`config.mk`:
```
export PLATFORM = sky130hd
export DESIGN_NAME = mmio_uart_tx
export DESIGN_NICKNAME = d
export VERILOG_FILES = /design/src/rtl/mmio_pkg.sv /design/src/rtl/sync_fifo.sv /design/src/rtl/mmio_uart_tx.sv
export SDC_FILE = /design/constraint.sdc
export NUM_CORES = 1
export LEC_CHECK = 0
export BUFFER_PORTS_ARGS = -buffer_cell sky130_fd_sc_hd__buf_4
export CAP_MARGIN = 25
export CORE_MARGIN = 2
export CORE_UTILIZATION = 35
export CTS_CLUSTER_SIZE = 20
export DETAILED_ROUTE_END_ITERATION = 6
export GPL_TIMING_DRIVEN = 0
export PLACE_DENSITY = 0.57
export SLEW_MARGIN = 20
export SYNTH_ARGS = -nofsm -noshare
export SYNTH_HDL_FRONTEND = slang
export SYNTH_SLANG_ARGS = --single-unit
```
`constraint.sdc`:
```
create_clock -name CLK -period 3 [get_ports CLK]
set_input_delay 0 -clock CLK [delete_from_list [all_inputs] [get_ports CLK]]
set_output_delay 0 -clock CLK [all_outputs]
set_load 0.02 [all_outputs]
```
`src/rtl/mmio_pkg.sv`:
```
// mmio_pkg: shared definitions for the memory-mapped UART transmitter.
// Holds the transmitter state encoding, register offsets and STATUS bit
// positions. Optional feature macro: UART_TX_PARITY_EN (adds the PARITY
// state and the even-parity helper).
package mmio_pkg;

    // Register map (byte offsets); only address bit 2 distinguishes them.
    localparam logic [31:0] TXDATA_OFS  = 32'h0;
    localparam logic [31:0] STATUS_OFS  = 32'h4;
    localparam int          REG_SEL_BIT = 2;

    // STATUS register bit positions.
    localparam int STAT_FULL_BIT  = 0;
    localparam int STAT_EMPTY_BIT = 1;
    localparam int STAT_BUSY_BIT  = 2;
    localparam int STAT_OVF_BIT   = 3;

    // Serial frame bit count.
`ifdef UART_TX_PARITY_EN
    localparam int FRAME_BITS = 11;
`else
    localparam int FRAME_BITS = 10;
`endif

    // Transmitter states. PARITY only exists when the parity option is built.
    typedef enum logic [2:0] {
        ST_IDLE   = 3'd0,
        ST_START  = 3'd1,
        ST_DATA   = 3'd2,
`ifdef UART_TX_PARITY_EN
        ST_PARITY = 3'd3,
`endif
        ST_STOP   = 3'd4
    } uart_state_e;

`ifdef UART_TX_PARITY_EN
    // Even parity: the bit that makes the total number of ones even.
    function automatic logic even_parity(input logic [7:0] data);
        return ^data;
    endfunction
`endif

endpackage

```
`src/rtl/sync_fifo.sv`:
```
// sync_fifo: small synchronous FIFO with push/pop, full/empty flags and an
// occupancy count. The head entry is presented combinationally so a byte
// written in one cycle can be popped by the transmitter in the next.
// DEPTH must be a power of two so the pointers wrap naturally.
module sync_fifo
    import mmio_pkg::*;
#(
    parameter int WIDTH = 8,
    parameter int DEPTH = 4
) (
    input  logic                     i_clk,
    input  logic                     i_rst_n,
    input  logic                     i_push,
    input  logic [WIDTH-1:0]         i_wdata,
    input  logic                     i_pop,
    output logic [WIDTH-1:0]         o_rdata,
    output logic                     o_full,
    output logic                     o_empty,
    output logic [$clog2(DEPTH):0]   o_count
);

    localparam int AW = $clog2(DEPTH);

    logic [WIDTH-1:0] r_mem [DEPTH];
    logic [AW-1:0]    r_wr_ptr;
    logic [AW-1:0]    r_rd_ptr;
    logic [AW:0]      r_count;
    logic             w_push;
    logic             w_pop;

    // Guard against pushing into a full FIFO or popping an empty one.
    assign w_push  = i_push && !o_full;
    assign w_pop   = i_pop  && !o_empty;
    assign o_full  = (r_count == (AW+1)'(DEPTH));
    assign o_empty = (r_count == '0);
    assign o_count = r_count;
    assign o_rdata = r_mem[r_rd_ptr];

    // Storage array: written on accepted pushes, no reset needed.
    always_ff @(posedge i_clk) begin
        if (w_push) begin
            r_mem[r_wr_ptr] <= i_wdata;
        end
    end

    // Pointer and occupancy bookkeeping; pointers wrap modulo DEPTH.
    always_ff @(posedge i_clk or negedge i_rst_n) begin
        if (!i_rst_n) begin
            r_wr_ptr <= '0;
            r_rd_ptr <= '0;
            r_count  <= '0;
        end else begin
            if (w_push) begin
                r_wr_ptr <= r_wr_ptr + 1'b1;
            end
            if (w_pop) begin
                r_rd_ptr <= r_rd_ptr + 1'b1;
            end
            case ({w_push, w_pop})
                2'b10:   r_count <= r_count + 1'b1;
                2'b01:   r_count <= r_count - 1'b1;
                default: r_count <= r_count;
            endcase
        end
    end

endmodule

```
`src/rtl/mmio_uart_tx.sv`:
```
// mmio_uart_tx: memory-mapped UART transmitter with a small transmit FIFO.
// TXDATA (offset 0x0) queues a byte; STATUS (offset 0x4) reports
// {overflow, tx_busy, empty, full}, and any write to it clears overflow.
// Optional feature macro: UART_TX_PARITY_EN adds an even-parity bit between
// the data bits and the stop bit (11-bit frame instead of 10).
module mmio_uart_tx
    import mmio_pkg::*;
#(
    parameter int unsigned CLK_DIV    = 16,
    parameter int unsigned FIFO_DEPTH = 4
) (
    input  logic        CLK,
    input  logic        RST,
    input  logic        CS,
    input  logic        MemWrite,
    input  logic [31:0] Addr,
    input  logic [31:0] WData,
    output logic [31:0] RData,
    output logic        TxD
);

    localparam int          CW           = $clog2(FIFO_DEPTH) + 1;
    localparam logic [15:0] TIMER_RELOAD = 16'(CLK_DIV - 1);

    uart_state_e r_state;
    uart_state_e w_state_next;
    logic [15:0] r_timer;
    logic [2:0]  r_bit_idx;
    logic [7:0]  r_shift;
    logic        r_overflow;

    logic          w_sel_status;
    logic          w_sel_txdata;
    logic          w_wr_txdata;
    logic          w_wr_status;
    logic          w_push;
    logic          w_pop;
    logic          w_full;
    logic          w_empty;
    logic [7:0]    w_fifo_rdata;
    logic [CW-1:0] w_fifo_count;
    logic          w_timer_done;
    logic          w_state_entry;
    logic          w_busy;
    logic [31:0]   w_status;
    logic          w_unused;

    // Only Addr[2] selects a register; the rest of the address and the upper
    // store data are intentionally ignored.
    assign w_unused = &{1'b0, Addr[31:3], Addr[1:0], WData[31:8], w_fifo_count};

    assign w_sel_status = (Addr[REG_SEL_BIT] == STATUS_OFS[REG_SEL_BIT]);
    assign w_sel_txdata = (Addr[REG_SEL_BIT] == TXDATA_OFS[REG_SEL_BIT]);
    assign w_wr_txdata  = CS && MemWrite && w_sel_txdata;
    assign w_wr_status  = CS && MemWrite && w_sel_status;

    // A write that finds the FIFO full is dropped, even if a pop happens in
    // the same cycle.
    assign w_push = w_wr_txdata && !w_full;
    assign w_pop  = (r_state == ST_IDLE) && !w_empty;

    sync_fifo #(
        .WIDTH (8),
        .DEPTH (FIFO_DEPTH)
    ) u_fifo (
        .i_clk   (CLK),
        .i_rst_n (RST),
        .i_push  (w_push),
        .i_wdata (WData[7:0]),
        .i_pop   (w_pop),
        .o_rdata (w_fifo_rdata),
        .o_full  (w_full),
        .o_empty (w_empty),
        .o_count (w_fifo_count)
    );

    assign w_timer_done  = (r_timer == 16'd0);
    assign w_state_entry = (w_state_next != r_state);

    // FSM state register.
    always_ff @(posedge CLK or negedge RST) begin
        if (!RST) begin
            r_state <= ST_IDLE;
        end else begin
            r_state <= w_state_next;
        end
    end

    // FSM next-state logic: each serial state lasts CLK_DIV cycles per bit.
    always_comb begin
        w_state_next = r_state;
        case (r_state)
            ST_IDLE: begin
                if (!w_empty) w_state_next = ST_START;
            end
            ST_START: begin
                if (w_timer_done) w_state_next = ST_DATA;
            end
            ST_DATA: begin
                if (w_timer_done && (r_bit_idx == 3'd7)) begin
`ifdef UART_TX_PARITY_EN
                    w_state_next = ST_PARITY;
`else
                    w_state_next = ST_STOP;
`endif
                end
            end
`ifdef UART_TX_PARITY_EN
            ST_PARITY: begin
                if (w_timer_done) w_state_next = ST_STOP;
            end
`endif
            ST_STOP: begin
                if (w_timer_done) w_state_next = ST_IDLE;
            end
            default: w_state_next = ST_IDLE;
        endcase
    end

    // FSM outputs: serial line level per state and the busy flag.
    always_comb begin
        TxD    = 1'b1;
        w_busy = (r_state != ST_IDLE);
        case (r_state)
            ST_START:  TxD = 1'b0;
            ST_DATA:   TxD = r_shift[r_bit_idx];
`ifdef UART_TX_PARITY_EN
            ST_PARITY: TxD = even_parity(r_shift);
`endif
            default:   TxD = 1'b1;
        endcase
    end

    // Bit timer, data bit index and shift register. The timer reloads on
    // every state change and at each data-bit boundary.
    always_ff @(posedge CLK or negedge RST) begin
        if (!RST) begin
            r_timer   <= 16'd0;
            r_bit_idx <= 3'd0;
            r_shift   <= 8'd0;
        end else begin
            if (w_state_entry || ((r_state == ST_DATA) && w_timer_done)) begin
                r_timer <= TIMER_RELOAD;
            end else if (!w_timer_done) begin
                r_timer <= r_timer - 16'd1;
            end

            if ((w_state_next == ST_DATA) && (r_state != ST_DATA)) begin
                r_bit_idx <= 3'd0;
            end else if ((r_state == ST_DATA) && w_timer_done) begin
                r_bit_idx <= r_bit_idx + 3'd1;
            end

            if (w_pop) begin
                r_shift <= w_fifo_rdata;
            end
        end
    end

    // Sticky overflow flag: set by a dropped TXDATA write, cleared by any
    // STATUS write.
    always_ff @(posedge CLK or negedge RST) begin
        if (!RST) begin
            r_overflow <= 1'b0;
        end else if (w_wr_txdata && w_full) begin
            r_overflow <= 1'b1;
        end else if (w_wr_status) begin
            r_overflow <= 1'b0;
        end
    end

    // Register read mux: TXDATA reads as zero, nothing is driven unless selected.
    always_comb begin
        w_status                 = 32'd0;
        w_status[STAT_FULL_BIT]  = w_full;
        w_status[STAT_EMPTY_BIT] = w_empty;
        w_status[STAT_BUSY_BIT]  = w_busy;
        w_status[STAT_OVF_BIT]   = r_overflow;
        RData                    = 32'd0;
        if (CS && w_sel_status) begin
            RData = w_status;
        end
    end

endmodule

```
==> results of run 1 <==
==> repair_timing <==
item / 4_1_cts / 5_1_grt
gates resized for setup: 0 / 1
hold buffers: 11 / 0
endpoints found under the hold margin: 71 / 0
endpoints found under the setup margin: 0 / 1
==> cells by family after synthesis <==
kind of cell,Yosys count,synth area share (%)
AOI/OAI and AO/OA,42,8.68
xor gates and xnor gates,10,2.51
adders and majority gates,9,3.44
buffers and inverters,49,8.82
DFF,70,54.8
muxes,21,9.93
other,1,0.107
and+or+nand+nor,65,11.7
==> sequential cells by signal, indices dropped and copies added (netlist names) <==
name             count
r_shift              8
u_fifo.r_rd_ptr      2
u_fifo.o_count       3
r_bit_idx            3
r_state              3
r_timer             16
u_fifo.r_mem        32
r_overflow           1
u_fifo.r_wr_ptr      2
==> power breakdown <==
part / leakage (nW) / internal [mW] / switching, mW
Sequential: 0.763 / 1.23 / 0.172
Combinational: 0.892 / 0.495 / 0.498
Clock: 0.101 / 0.329 / 0.427
Total: 1.76 / 2.05 / 1.10
==> through the flow <==
| step | util [%] | instances | hold slack, ns |
|---|---|---|---|
| 5_1_grt | 43.1 | 471 | 0.0677 |
| 3_3_place_gp | 39.9 | 444 | 0.00159 |
| 6_report | 43.1 | 471 | 0.0371 |
| 4_1_cts | 43.1 | 471 | 0.0192 |
| 3_5_place_dp | 39.9 | 444 | 0.00420 |
| 2_1_floorplan | - | 294 | -0.296 |
==> worst paths after layout <==
path | endpoint | cells past startpoint | slack, ns
setup reg to reg | u_fifo.o_count[2] | 10 | 0.41
hold reg to reg | u_fifo.o_count[2] | 1 | 0.51
hold / removal | u_fifo.r_wr_ptr[0] | 3 | 0.04
setup / recovery | u_fifo.o_count[2] | 10 | 0.41
max in group asynchronous | r_shift[7] | 2 | 2.50
min in group asynchronous | r_timer[4] | 2 | 0.16
==> routing by layer <==
| metal | up-vias | GRT usage [%] | routed length (um) |
|---|---|---|---|
| met4 | 0 | 5.21 | 87 |
| met3 | 9 | 3.32 | 219 |
| met1 | 1033 | 14.0 | 2630 |
| met2 | 42 | 21.0 | 3080 |
| li1 | 1068 | - | - |
| met5 | - | 0 | 0 |
==> worst max-delay path: cells and delay by family (launching register included) <==
family | cells | cell delay (ns)
simple gates | 3 | 0.68
fa+ha+maj | 2 | 0.60
buf+inv | 3 | 0.54
flops | 1 | 0.40
xor+xnor | 2 | 0.30
==> cell usage after synthesis, types with 2 or more instances <==
| master | number |
|---|---|
| a21oi_1 | 11 |
| clkbuf_1 | 4 |
| a211o_1 | 4 |
| ha_1 | 8 |
| or4_1 | 6 |
| and3_1 | 3 |
| buf_6 | 2 |
| nor3_1 | 5 |
| dfrtp_1 | 38 |
| mux2i_1 | 2 |
| nor4_1 | 2 |
| nand2_1 | 3 |
| nor2b_1 | 2 |
| mux4_2 | 10 |
| nor2_1 | 11 |
| nand2b_1 | 3 |
| buf_4 | 28 |
| xor2_1 | 5 |
| edfxtp_1 | 32 |
| or4_2 | 2 |
| inv_1 | 11 |
| a221o_1 | 3 |
| nand3b_1 | 3 |
| a31oi_1 | 3 |
| buf_2 | 3 |
| xnor2_1 | 5 |
| o31ai_1 | 6 |
| and2_1 | 10 |
| or3_1 | 7 |
| nand4_1 | 2 |
| mux2_2 | 9 |
| o21ai_0 | 8 |
==> layout make-up <==
cell class,instances,area [sq um],area share (%)
Buffer,38,267,6.35
Clock inverter,7,73.8,1.76
Clock buffer,9,124,2.95
Inverter,11,41.3,0.984
Timing Repair Buffer,28,238,5.66
Tap cell,133,166,3.96
Sequential cell,70,1910,45.5
Multi-Input combinational cell,175,1380,32.8
==> metrics, run 1 <==
launch point of the worst path r_state[2]; Net count, final 410; top flip-flop cell by instance count after synthesis dfrtp_1; flip-flop and latch count after synthesis 70; Worst path slowest cell dfrtp_1; die area 10800 sq um; worst reg2reg path startpoint r_state[2]; result of the run complete, no violations; number of slew-limit violations in the final report 0; Initial Util 35.9%; via count of the first global-routing pass 2102; count of flip-flops with a built-in enable after synthesis 32; Pwr per Cell Area 750 nW/um^2; most common cell after layout, fill and taps aside buf_4; Layout Skew 0.0139 ns; final routed wire length divided by cell count 12.8 um; Final Worst Setup Slack 0.414 ns; Final HPWL DP 4050 um; final WL 6020 um; area grow syn2layout 20.3%; cell type contributing the most total cell area after synthesis edfxtp_1; layout cell share with drive strength beyond 1 28.1%; Critical Path Source Type flop; Ys Warns 0; proportion of register bits with asynchronous set or reset after synthesis 54.3%; maximum clock frequency 387 MHz; number of diodes 0; # Max-Cap Violations 0; remaining global-route overflow 0; total via count after detailed routing 2152; num ports 101; number of buffers on the longest clock path 2; Post-Layout Inst Area 4200 sq um; reported leakage power 1.76 nW; class of the worst hold path in2reg; Worst Tran Pin Value 0.772 ns; IR Drop Worst-Case VDD 0.000333 V; Cell Area, Placed 3880 sq um; number of vias per cell after detailed routing 4.57; cells along the critical path clkbuf_1, nor3_2, and2_1, buf_2, ha_1, inv_1, fa_1, xor2_1, nor2_1, xor2_1; count of mapped cells out of synthesis 267; routability-driven placement congestion ratio 0.744; pin count of the biggest net entering global routing 39; overall power 3.15 mW; library cell appearing most often on the critical path xor2_1; Period Utilization, post-route 86.2%; Fin. Hold Viols 0; site row count 36; number of buffers inserted during clock tree synthesis 9; first-pass GRT wire length 10200 um; Sink Count 70; clock slew seen by the registers of the worst setup and hold paths 0.09 ns; final critical delay including setup and external delays 2.59 ns; Worst slew margin 48.6%; number of fillers in the final layout 924; post-CTS setup-driven buffer insertion count 0; Remaining DRCs 0; Worst Hold Launch Addr[2]; number of antenna violations at the first check in global routing 0; root buffer cell clkbuf_8; insertion delay to the later sink of the worst-skew pair 0.36 ns; number of nets with antenna violations after detailed routing 0; Initial DRC Count 84; worst endpoint data arrival time 2.86 ns; mean instance size in the synthesized netlist 13.1 sq um; post-synth cell types 48; sequential element share of the synthesized area 54.8%; CP Max Fanout 10; unrepaired setup endpoints after global routing false; number of endpoints failing setup at the final stage 0; overall routing resource usage 12.1%; proportion of netlist area held by the largest area contributor 27.5%; floorplan die width 104 um; PortBufs 17; required time at the worst-slack endpoint 3.27 ns; die span in y 104 um; type of the worst setup path reg2reg; category of the worst setup path capture point flop; top library cells by usage in the layout, fill and taps aside buf_4 (45), dfrtp_1 (38), edfxtp_1 (32); top cells by area, synth edfxtp_1 (28%), dfrtp_1 (27%), mux4_2 (6.5%); Fin Setup TNS 0 ns; Mapped Area 3490 sq um; first-pass iteration count of the detailed router 4; H-tree levels 3; placeable core area 9730 sq um; Largest stage delay, worst path 0.40 ns; setup slack at placement 0.216 ns; CTS tree built
Note: power is estimated with default switching activity, not from simulation.
==> run 2: changes to the inputs <==
ABC_AREA = 1   (was default)
PLACE_DENSITY = 0.56   (was 0.57)
==> metrics, run 2 <==
library cell appearing most often on the critical path buf_4; proportion of register bits with asynchronous set or reset after synthesis 54.3% (unchanged); layout cell share with drive strength beyond 1 18.3% (-9.8 points); Top Registers u_fifo.r_mem x32, r_timer x16, r_shift x8; logic gate share of total power 12.3% (-19 points); maximum clock frequency 426 MHz (+10%); final WL 6700 um (+11%); share of total power in the clock network 35.9% (+12 points); number of slew-limit violations in the final report 0 (unchanged); Net count, final 537 (+31%); number of fillers in the final layout 1030 (+11%); cell internal pwr 1.51 mW (-26%); class of the worst hold path in2async; Period Utilization, post-route 78.3% (-7.9 points); top cells by area, synth edfxtp_1 (27%), dfrtp_1 (26%), nor2_1 (6.9%); top flip-flop cell by instance count after synthesis dfrtp_1; final critical delay including setup and external delays 2.35 ns (-0.236 ns); area taken by flip-flops and latches 1910 sq um (unchanged); area grow syn2layout 19.5%; Remaining DRCs 0 (unchanged); sequential element share of the synthesized area 52.8% (-2.0 points); Fin Setup TNS 0 ns (unchanged); Worst slew margin 46.5% (-2.0 points); number of endpoints failing setup at the final stage 0 (unchanged); required time at the worst-slack endpoint 3.23 ns (-0.04 ns); remaining global-route overflow 0 (unchanged); placeable core area 10200 sq um (+4.7%); top register by number of flip-flops u_fifo.r_mem; Initial Util 35.6% (-0.31 points); cts repair resizes 0 (unchanged); site row count 37 (+2.8%); buffers and inverters on the worst path 3 (unchanged); die area 11200 sq um (+3.6%); insertion delay to the later sink of the worst-skew pair 0.36 ns (about the same); root buffer cell clkbuf_8; worst endpoint data arrival time 2.58 ns (-0.28 ns); pin count of the biggest net entering global routing 39 (unchanged); die span in y 106 um (+1.8%); post-synth cell types 33 (-31%); via count of the first global-routing pass 2477 (+18%); top library cells by usage in the layout, fill and taps aside nor2_1 (67), nand2_1 (53), inv_1 (51); count of hold-fix buffers inserted at cts 11 (unchanged); count of flip-flops with a built-in enable after synthesis 32 (unchanged); PortBufs 17 (unchanged); Worst path slowest cell dfrtp_1; Largest stage delay, worst path 0.45 ns (+0.05 ns); dominant delay contributor by cell family on the critical path adder cells; most common cell after layout, fill and taps aside nor2_1; routability-driven placement congestion ratio 0.822 (+10%); Reg power frac 51.8% (+7.3 points); area taken by multi-input logic gates 1360 sq um (-1.5%); unrepaired setup endpoints after global routing false; switching pwr 0.631 mW (-42%); total via count after detailed routing 2623 (+22%); clock slew seen by the registers of the worst setup and hold paths 0.09 ns (about the same); flip-flop and latch count after synthesis 70 (unchanged); # Max-Cap Violations 0 (unchanged); number of instances in the placed design 574 (+29%); number of cells on the worst reg-to-reg path 11 (+1); category of the worst setup path capture point flop; final routed wire length divided by cell count 11.1 um (-13%); tightest hold margin 0.149 ns (+0.112 ns); number of vias per cell after detailed routing 4.36 (-4.5%); number of diodes 0 (unchanged); proportion of netlist area held by the largest area contributor 26.5% (-1.0 points); Pwr per Cell Area 495 nW/um^2 (-34%); first-pass iteration count of the detailed router 4 (unchanged); Largest register FFs 32 (unchanged); post-CTS setup-driven buffer insertion count 0 (unchanged); Worst path depth 11 (+1); Initial DRC Count 81 (-3.6%); cells along the critical path nor2_4, nand2_1, nor2_2, buf_4, buf_4, ha_1, inv_1, fa_1, a21oi_1, o21ai_0, xor2_1; number of buffers on the longest clock path 2 (unchanged); Net Sw Frac 29.5% (-5.4 points); Worst Tran Pin Value 0.799 ns (+0.0274 ns); Fin. Hold Viols 0 (unchanged); number of buffers inserted during clock tree synthesis 9 (unchanged); count of mapped cells out of synthesis 394 (+48%); overall routing resource usage 12.8% (+0.73 points); type of the worst setup path reg2reg; number of nets with antenna violations after detailed routing 0 (unchanged); result of the run complete, no violations; Mapped Area 3620 sq um (+3.8%); Ys Warns 0 (unchanged); floorplan die width 106 um (+1.8%); Final Util 42.5% (-0.68 points); Final HPWL DP 4810 um (+19%); most frequent cell after synthesis nor2_1; CP Max Fanout 10 (unchanged); Sink Count 70 (unchanged); CTS tree built; reported leakage power 2.07 nW (+18%); IR Drop Worst-Case VDD 0.000297 V (-11%); commonest cells in the synthesized netlist nor2_1 (67), nand2_1 (53), inv_1 (51); cell type contributing the most total cell area after synthesis edfxtp_1; first-pass GRT wire length 11400 um (+12%); H-tree levels 3 (unchanged); number of antenna violations at the first check in global routing 0 (unchanged); final standard cell count with taps included and fillers excluded 601 (+28%); Critical Path Source Type flop; Layout Skew 0.00967 ns (-0.00420 ns); num ports 101 (unchanged); mean instance size in the synthesized netlist 9.19 sq um (-30%)
[run 2: changes by cell type in the layout (fill, tap and decap cells not counted), moves of 13 or more]
cell     previous run  this run
inv_1              11        51
nand2_1             3        53
nand3_1             0        13
o21ai_0             8        33
nor2_1             11        67
[run 2: cell type report]
| cell class | count | share of cell area [%] |
|---|---|---|
| plain buffers | 35 | 5.90 |
| clock inverters | 7 | 1.65 |
| flip-flops and latches | 70 | 44.2 |
| well taps | 136 | 3.93 |
| multi-input cells | 263 | 31.4 |
| clock buffers | 9 | 2.86 |
| repair buffers | 28 | 5.50 |
| inverters | 53 | 4.60 |
[run 2: worst paths after layout]
check	start	slack, ns	endpoint
max in group asynchronous	RST	2.50	r_bit_idx[0]
worst max-delay path	r_state[0]	0.65	u_fifo.o_count[2]
worst min-delay path	RST	0.15	r_timer[10]
worst min register to register	r_shift[6]	0.54	r_shift[6]
worst max register to register	r_state[0]	0.65	u_fifo.o_count[2]
min in group CLK	Addr[2]	0.16	u_fifo.r_wr_ptr[0]
[run 2: cell families after synthesis]
logic type | share of synthesized area (%)
AND/OR/NAND/NOR | 20.4
buffers and inverters | 12.5
flip-flops | 52.8
AO/OA/AOI/OAI | 8.71
XOR/XNOR | 2.18
adder cells (fa/ha/maj) | 3.32
other | 0.104
[run 2: power groups by stage]
stage	clock [mW]	combinational (mW)	sequential (mW)
floorplan	0	0.186	1.12
global placement	0	0.241	1.13
detailed placement	0	0.248	1.13
CTS	0.790	0.268	1.11
global route	0.830	0.309	1.12
finish	0.768	0.264	1.11
[run 2: routing by layer]
layer | vias up | wire (um) | global-route usage [%]
li1 | 1363 | - | -
met1 | 1206 | 3030 | 15.4
met2 | 45 | 3340 | 22.1
met3 | 9 | 220 | 3.77
met4 | 0 | 107 | 4.04
met5 | - | 0 | 0
[run 2: metrics by stage]
stage	cell area [sq um]	power (mW)	worst slack, ns
2_1_floorplan	3720	1.30	0.847
3_3_place_gp	4020	1.37	0.684
6_report	4330	2.14	0.650
4_1_cts	4330	2.17	0.634
3_5_place_dp	4020	1.38	0.654
5_1_grt	4330	2.25	0.414
==> run 3: changes to the inputs <==
clock period = 2.2 ns   (was 3 ns; I/O delays follow)
==> metrics, run 3 (synthesis gave the netlist of run 2 again) <==
Fin. Hold Viols 0 (unchanged); number of endpoints failing setup at the final stage 0 (unchanged); final routed wire length divided by cell count 11.1 um (-0.26%); number of buffers on the longest clock path 2 (unchanged); Worst Tran Pin Value 0.795 ns (-0.00354 ns); Reg power frac 51.8% (about the same); number of nets with antenna violations after detailed routing 0 (unchanged); CTS tree built; top register by number of flip-flops u_fifo.r_mem; number of cells on the worst reg-to-reg path 10 (-1); PortBufs 17 (unchanged); via count of the first global-routing pass 2489 (+0.48%); # Max-Cap Violations 0 (unchanged); setup slack at placement -0.146 ns (-0.800 ns); logic gate share of total power 12.5% (+0.2 points); reported leakage power 2.09 nW (+1.0%); type of the worst setup path reg2reg; global routing met3 resource utilization 3.77% (unchanged); site row count 37 (unchanged); Worst Hold Launch Addr[2]; Critical Path Source Type flop; required time at the worst-slack endpoint 2.43 ns (-0.80 ns); Net count, final 541 (+0.74%); maximum clock frequency 508 MHz (+19%); Worst path slowest cell dfrtp_1; setup slack of the most critical reg-to-reg path 0.23 ns (-0.42 ns); cells along the critical path inv_2, nand2_1, nor2_2, buf_6, ha_1, inv_1, fa_1, a21oi_1, o21ai_0, xor2_1; share of total power in the clock network 35.7% (-0.2 points); overall routing resource usage 12.8% (+0.013 points); Pwr per Cell Area 669 nW/um^2 (+35%); final critical delay including setup and external delays 1.97 ns (-0.383 ns); worst reg2reg path startpoint r_state[2]; Post-Layout Inst Area 4360 sq um (+0.90%); Final Util 42.9% (+0.38 points); met2 global-route usage 22.2% (+0.046 points); Initial DRC Count 77 (-4.9%); Top Registers u_fifo.r_mem x32, r_timer x16, r_shift x8; Cell Area, Placed 4020 sq um (unchanged); number of slew-limit violations in the final report 0 (unchanged); class of the worst hold path in2reg; num ports 101 (unchanged); number of buffers inserted during clock tree synthesis 9 (unchanged); area grow syn2layout 20.5%; Hold Crit Endpoint u_fifo.r_wr_ptr[0]; result of the run complete, no violations; top library cells by usage in the layout, fill and taps aside nor2_1 (67), nand2_1 (53), inv_1 (50), buf_4 (50), dfrtp_1 (38); worst endpoint data arrival time 2.20 ns (-0.38 ns); Layout Skew 0.0107 ns (+0.00105 ns); switching pwr 0.859 mW (+36%); Worst slew margin 46.8% (+0.24 points); endpoint of the most critical register-to-register path u_fifo.o_count[2]; number of antenna violations at the first check in global routing 0 (unchanged); floorplan die width 106 um (unchanged); placeable core area 10200 sq um (unchanged); layout cell share with drive strength beyond 1 19.4% (+1.1 points); number of vias per cell after detailed routing 4.36 (-0.17%); CP Max Fanout 4 (-6); unrepaired setup endpoints after global routing false; first-pass iteration count of the detailed router 6 (+2); Initial Util 35.6% (unchanged); category of the worst setup path capture point flop; IR Drop Worst-Case VDD 0.000405 V (+36%); overall power 2.92 mW (+36%); clock slew seen by the registers of the worst setup and hold paths 0.09 ns (about the same); total via count after detailed routing 2636 (+0.50%); routability-driven placement congestion ratio 0.822 (unchanged); insertion delay to the later sink of the worst-skew pair 0.36 ns (about the same); tightest hold margin 0.136 ns (-0.0127 ns); Sink Count 70 (unchanged); die area 11200 sq um (unchanged); pin count of the biggest net entering global routing 39 (unchanged); GRT busiest layer met2; Remaining DRCs 0 (unchanged); root buffer cell clkbuf_8; number of diodes 0 (unchanged); Net Sw Frac 29.4% (-0.053 points); remaining global-route overflow 0 (unchanged); H-tree levels 3 (unchanged); most common cell after layout, fill and taps aside nor2_1; cell internal pwr 2.06 mW (+37%); first-pass GRT wire length 11500 um (+0.18%); count of cells along the worst hold path 5; Period Utilization, post-route 89.4% (+11 points); final WL 6730 um (+0.40%); Largest stage delay, worst path 0.42 ns (-0.03 ns); Largest register FFs 32 (unchanged); Final HPWL DP 4810 um (unchanged); global-route met1 utilization 15.4% (unchanged); die span in y 106 um (unchanged); Final Worst Setup Slack 0.233 ns (-0.417 ns)
## run 3: stage by stage
stage          std cells  setup TNS, ns
2_1_floorplan        421              0
3_3_place_gp         574         -0.116
3_5_place_dp         574         -0.146
4_1_cts              603              0
5_1_grt              605              0
6_report             605              0
## run 3: layer usage
| metal | vias to the layer above | share of wire (%) |
|---|---|---|
| li1 | 1367 | - |
| met1 | 1220 | 45 |
| met2 | 40 | 51 |
| met3 | 9 | 3.1 |
| met4 | 0 | 1.6 |
| met5 | - | 0 |
## run 3: worst max-delay path by stage
stage / slack [ns] / end / startpoint
6_report: 0.23 / u_fifo.o_count[2] / r_state[2]
5_1_grt: 0.03 / u_fifo.o_count[2] / u_fifo.o_count[0]
4_1_cts: 0.13 / u_fifo.o_count[2] / r_state[1]
3_5_place_dp: -0.15 / u_fifo.o_count[2] / r_state[0]
3_3_place_gp: -0.12 / u_fifo.o_count[2] / r_state[0]
2_1_floorplan: 0.05 / u_fifo.o_count[2] / r_state[0]
## run 3: repair_timing
action                                  CTS  global route
hold endpoints to repair                 71             0
hold buffers                             11             0
endpoints found under the setup margin    1             1
pin swaps                                 1             0
buffers inserted                          3             2
gates resized for setup                   2             1
## run 3: layout make-up
class / count / area [sq um]
plain buffers: 34 / 251
clock buffers: 9 / 124
clock inverters: 7 / 71.3
fillers: 1031 / 5820
inverters: 53 / 199
multi-input cells: 263 / 1360
flip-flops and latches: 70 / 1910
well taps: 136 / 170
repair buffers: 33 / 275
## run 3: worst max-delay path, delay by kind of cell, from the launching register on
family          cells  cell delay [ns]
simple gates        2             0.23
flops               1             0.42
fa+ha+maj           2             0.50
buf+inv             3             0.29
compound gates      2             0.25
xor+xnor            1             0.15
## run 3: power groups by stage
stage / clock (mW) / sequential (mW) / combinational (mW)
4_1_cts: 1.08 / 1.51 / 0.367
2_1_floorplan: 0 / 1.53 / 0.253
3_3_place_gp: 0 / 1.54 / 0.328
6_report: 1.04 / 1.51 / 0.365
5_1_grt: 1.13 / 1.52 / 0.427
3_5_place_dp: 0 / 1.54 / 0.338
